[src/rtl/seg7_pkg.sv]
// seg7_pkg: segment lookup and polarity helpers shared by the 7-segment scan display.
package seg7_pkg;
   localparam logic [6:0] SEG7_HEX [16] = '{
      7'h3F, 7'h06, 7'h5B, 7'h4F, 7'h66, 7'h6D, 7'h7D, 7'h07,
      7'h7F, 7'h6F, 7'h77, 7'h7C, 7'h39, 7'h5E, 7'h79, 7'h71
   };
   localparam logic [7:0] SEG_OFF = 8'h00;
   function automatic logic [7:0] seg7_polarity(input logic [7:0] value, input logic active_low);
      return active_low ? ~value : value;
   endfunction
endpackage

[src/rtl/seg7_hex_decode.sv]
// seg7_hex_decode: hex nibble to active-high {g,f,e,d,c,b,a} segments.
module seg7_hex_decode
   import seg7_pkg::*;
(
   input  logic [3:0] nibble,
   output logic [6:0] seg
);
   assign seg = SEG7_HEX[nibble];
endmodule

[src/rtl/seg7_scan_display.sv]
// seg7_scan_display: multiplexed common-anode 7-segment scanner with frame-aligned double buffering.
module seg7_scan_display
   import seg7_pkg::*;
#(
   parameter int CLK_DIV        = 169344,
   parameter int DIGITS         = 4,
   parameter bit SEG_ACTIVE_LOW = 1'b1
) (
   input  logic                  clk,
   input  logic                  rst,
   input  logic                  en,
   input  logic                  load,
   input  logic [4*DIGITS-1:0]   data_in,
   input  logic [DIGITS-1:0]     dp_in,
   output logic [DIGITS-1:0]     an,
   output logic [6:0]            seg,
   output logic                  dp,
   output logic                  frame_done
);
   localparam int CW = $clog2(CLK_DIV);
   localparam int IW = DIGITS > 1 ? $clog2(DIGITS) : 1;
   logic [CW-1:0]       cnt;
   logic [IW-1:0]       idx;
   logic [4*DIGITS-1:0] shadow_data, act_data;
   logic [DIGITS-1:0]   shadow_dp, act_dp, an_nx;
   logic [3:0]          nibble;
   logic [6:0]          seg_hex;
   logic [7:0]          an_pol, seg_pol, dp_pol;
   logic                tick, wrap, show;
   seg7_hex_decode u_dec (.nibble(nibble), .seg(seg_hex));
   always_comb begin
      tick    = en && cnt == CW'(CLK_DIV - 1);
      wrap    = tick && idx == IW'(DIGITS - 1);
      show    = en && !rst;
      nibble  = act_data[4*idx +: 4];
      an_nx   = show ? DIGITS'(1) << idx : '0;
      an_pol  = seg7_polarity(8'(an_nx), SEG_ACTIVE_LOW);
      seg_pol = seg7_polarity(show ? {1'b0, seg_hex} : SEG_OFF, SEG_ACTIVE_LOW);
      dp_pol  = seg7_polarity(8'(show && act_dp[idx]), SEG_ACTIVE_LOW);
   end
   always_ff @(posedge clk) begin
      if (rst) begin
         cnt         <= '0;
         idx         <= '0;
         shadow_data <= '0;
         shadow_dp   <= '0;
         act_data    <= '0;
         act_dp      <= '0;
         frame_done  <= 1'b0;
      end else begin
         cnt        <= tick ? '0 : cnt + CW'(en);
         idx        <= wrap ? '0 : idx + IW'(tick);
         frame_done <= wrap;
         if (load) begin
            shadow_data <= data_in;
            shadow_dp   <= dp_in;
         end
         // A load coinciding with the wrap goes straight into the new frame.
         if (wrap) begin
            act_data <= load ? data_in : shadow_data;
            act_dp   <= load ? dp_in : shadow_dp;
         end
      end
      an  <= an_pol[DIGITS-1:0];
      seg <= seg_pol[6:0];
      dp  <= dp_pol[0];
   end
endmodule

[config.mk]
export PLATFORM = sky130hd
export DESIGN_NAME = seg7_scan_display
export DESIGN_NICKNAME = d
export VERILOG_FILES = /design/src/rtl/seg7_pkg.sv /design/src/rtl/seg7_hex_decode.sv /design/src/rtl/seg7_scan_display.sv
export SDC_FILE = /design/constraint.sdc
export NUM_CORES = 1
export LEC_CHECK = 0
export ABC_AREA = 1
export CORE_ASPECT_RATIO = 1.2
export CORE_MARGIN = 2
export CORE_UTILIZATION = 51
export DETAILED_ROUTE_END_ITERATION = 10
export GPL_TIMING_DRIVEN = 1
export PLACE_DENSITY_LB_ADDON = 0.3
export REMOVE_ABC_BUFFERS = 1
export SLEW_MARGIN = 10
export SYNTH_ARGS = -nofsm -noshare
export SYNTH_HDL_FRONTEND = slang
export SYNTH_SLANG_ARGS = --single-unit
[constraint.sdc]
create_clock -name clk -period 1.85 [get_ports clk]
set_clock_uncertainty 0.1 [all_clocks]
set_input_delay 0.555 -clock clk [delete_from_list [all_inputs] [get_ports clk]]
set_output_delay 0.555 -clock clk [all_outputs]
set_load 0.005 [all_outputs]
==> flow_summary.yaml <==
routing:
  route.detailed.drc: 0
  avgViaCountPerCell: 4.96
  drt_iter0_markers: 125
  drtAntennaViolNets: 0
  wl_mm: 7.52
  wl_per_cell_um: 11.4
  dr.pass1.iters: 4
  via_count: 3261
synthesis:
  seq_area_frac_synth_pct: 41.4
  synth-main-ff-cell: "dfxtp_1"
  synth_xor_area_share_pct: 1.74
  async_flop_share_pct: 0
  synth_top_family_by_area: "simple AND/OR/NAND/NOR gates"
  synthMuxAreaShare_pct: 0.283
  synth_cell_types: 26
  synth_compound_area_share_pct: 6.66
  synth_seq_cells: 73
  syn_area_per_cell_um2: 6.92
  synth_top_area_cell: "dfxtp_1"
  yosysTopAreaCellShare_pct: 41.4
  postSynthCellCount: 510
  synth-simple-area-share_pct: 35.2
  netlist_area_mm2: 0.00353
  ys.warnings.count: 0
  synth_fa_ha_area_share_pct: 3.19
  synth_edf_count: 0
  synthTopCellsByArea: "dfxtp_1 41%, nand2_1 14%, nor2_1 7.5%"
layout:
  area_delta_synth_final_pct: 26.2
  n_antenna_cell: 0
  fill_cells: 606
  final_cells: 658
  regArea_mm2: 0.00146
  multi_input_area_mm2: 0.00172
  layout-drive-gt1-share_pct: 12.4
  nets: 599
power_and_ir_drop:
  p_leak_uw: 0.00207
  vdd_ir_drop_max_mv: 0.455
  p_total_uw: 3370
  power_density_mw_per_mm2: 757
critical_path:
  end_kind: "primary output"
  crit_type: "flip-flop to primary output"
  max_stage_delay_ns: 0.49
  path_delay_family: "buffers and inverters"
  crit_arrival_ns: 1.15
  cp_num_buf_inv: 1
  path_cells: "clkdlybuf4s50_1"
  cp_max_fo: 1
  start_kind: "flip-flop"
  cp.required_ns: 1.19
  cp_slowest_cell: "clkdlybuf4s50_1"
cts:
  cts.sinks: 73
  clk_latency_ns: 0.35
  cts_hold_buf: 0
  htreeDepth: 3
  tritoncts: "yes"
  cts_inserted_buffers: 9
  clkSlewWorstSetupHoldPaths_ns: 0.08
  cts.path.max_buffers: 2
  cts_root_buf: "clkbuf_8"
  post_cts_buffers: 0
placed_design:
  dpl.hpwl_mm: 5.31
  dp_cells: 642
  port_buffers: 36
  gp_congestion: 0.846
grt:
  grt_pass1_wl_mm: 12.4
  grt_use_met1_pct: 23.3
  top_usage_layer: "met2"
  overflow: 0
  grt_use_total_pct: 20.7
  grt_start_max_net_pins: 41
  grt_antenna_before_repair: 0
  grtUsageMet2_pct: 37.4
  use_met3_pct: 4.92
  grt_pass1_vias: 2850
timing:
  period_needed_ns: 1.80
  max-slew-margin-rel_pct: 79.1
  fin_crit_sh_pct: 97.5
  tns_ns: 0
  maxSlewViolCount: 0
  worst_pin_slew_ns: 0.312
  max_clock_freq_ghz: 0.554
  hold_violations: 0
  rsz0062_at_grt: "false"
  finalSetupViolations: 0
run_status:
  status: "finished clean"
die:
  dieArea_mm2: 0.00761
  die_y_um: 95.1
  core_area_mm2: 0.00677
  dieWidth_um: 80.0
  ios: 37
  initial_core_util_pct: 52.1
  num_rows: 33
flow_run:
  drv_cap: 0
hold_path:
  hold_class: "flip-flop to flip-flop"
[worst paths after layout]
path / start / to / slack, ns / depth (start not counted)
max reg2reg: idx[0]$_SDFF_PP0_ / seg[0]$_DFF_P_ / 0.17 / 11
min: act_dp[2]$_SDFFE_PP0P_ / act_dp[2]$_SDFFE_PP0P_ / 0.37 / 2
min reg2reg: act_dp[2]$_SDFFE_PP0P_ / act_dp[2]$_SDFFE_PP0P_ / 0.37 / 2
max: frame_done$_SDFF_PP0_ / frame_done / 0.05 / 1
[logic make-up after synthesis]
group	after synthesis
DFF	73
xor gates and xnor gates	7
AOI/OAI and AO/OA	36
muxes	1
buffers and inverters	95
and+or+nand+nor	289
adders and majority gates	9
[registers in the layout, indices dropped and copies added, names as in the netlist]
name	count
idx	2
seg	7
shadow_data	16
dp	1
frame_done	1
act_dp	4
cnt	18
shadow_dp	4
an	4
act_data	16
[layer usage]
layer / wire, µm / share of wire, % / up-vias
li1: - / - / 1707
met1: 3270 / 43 / 1488
met2: 3870 / 51 / 53
met3: 249 / 3.3 / 13
met4: 138 / 1.8 / 0
met5: 0 / 0 / -
[cell usage after synthesis (4+ instances only)]
cell type	instances
o21ai_0	7
clkbuf_1	9
dfxtp_1	73
a21oi_1	7
xnor2_1	4
buf_6	6
o21a_1	20
nor2_1	71
ha_1	9
nand3_1	45
inv_1	70
nand4_1	22
nand2_1	136
nand3b_1	5
inv_2	4
[cell type report]
type | instances | share of cell area [%]
timing repair buffer | 65 | 14.3
sequential | 73 | 32.9
tap | 87 | 2.44
clock buffer | 9 | 2.78
inverter | 75 | 6.32
multi-input combinational | 342 | 38.7
clock inverter | 7 | 2.61
[power breakdown]
part           switching, µW  total, µW  internal [µW]
sequential              16.8       1630           1610
clock                    603       1500            895
combinational            115        246            131
total                    736       3370           2640
[cells in the final DEF, fill, tap and decap left out, types with 2 or more instances in the layout]
| master | count |
|---|---|
| nand2_1 | 135 |
| dfxtp_1 | 71 |
| inv_1 | 69 |
| nor2_1 | 67 |
| nand3_1 | 43 |
| clkdlybuf4s50_1 | 28 |
| buf_4 | 26 |
| nand4_1 | 22 |
| o21a_1 | 20 |
| clkbuf_8 | 9 |
| dlymetal6s2s_1 | 8 |
| o21ai_0 | 7 |
| nor2_2 | 6 |
| a21oi_1 | 6 |
| ha_1 | 6 |
| inv_2 | 5 |
| nand3b_1 | 5 |
| xnor2_1 | 4 |
| nand3_2 | 3 |
| nand2_2 | 3 |
| xor2_1 | 3 |
| bufinv_16 | 3 |
| buf_12 | 3 |
| a22oi_1 | 2 |
| nor3_1 | 2 |
| ha_4 | 2 |
| clkinv_2 | 2 |
| dfxtp_2 | 2 |
[metrics by stage]
step,hold slack (ns),instance area [µm²],setup WS (ns),utilization (%)
after floorplan,0.350,3400,-0.200,-
final,0.371,4450,0.0465,65.8
after global routing,0.394,4450,0.00976,65.8
after detailed placement,0.361,4130,-0.441,61.0
after global placement,0.356,4130,-0.389,61.0
after CTS,0.373,4400,0.000728,64.9
[what timing repair did]
| item | CTS | global route |
|---|---|---|
| resized for setup | 8 | 18 |
| pin swaps | 1 | 0 |
| endpoints found under the setup margin | 5 | 53 |
| hold endpoints to repair | 0 | 0 |
Power figures use the tool's default switching activity.
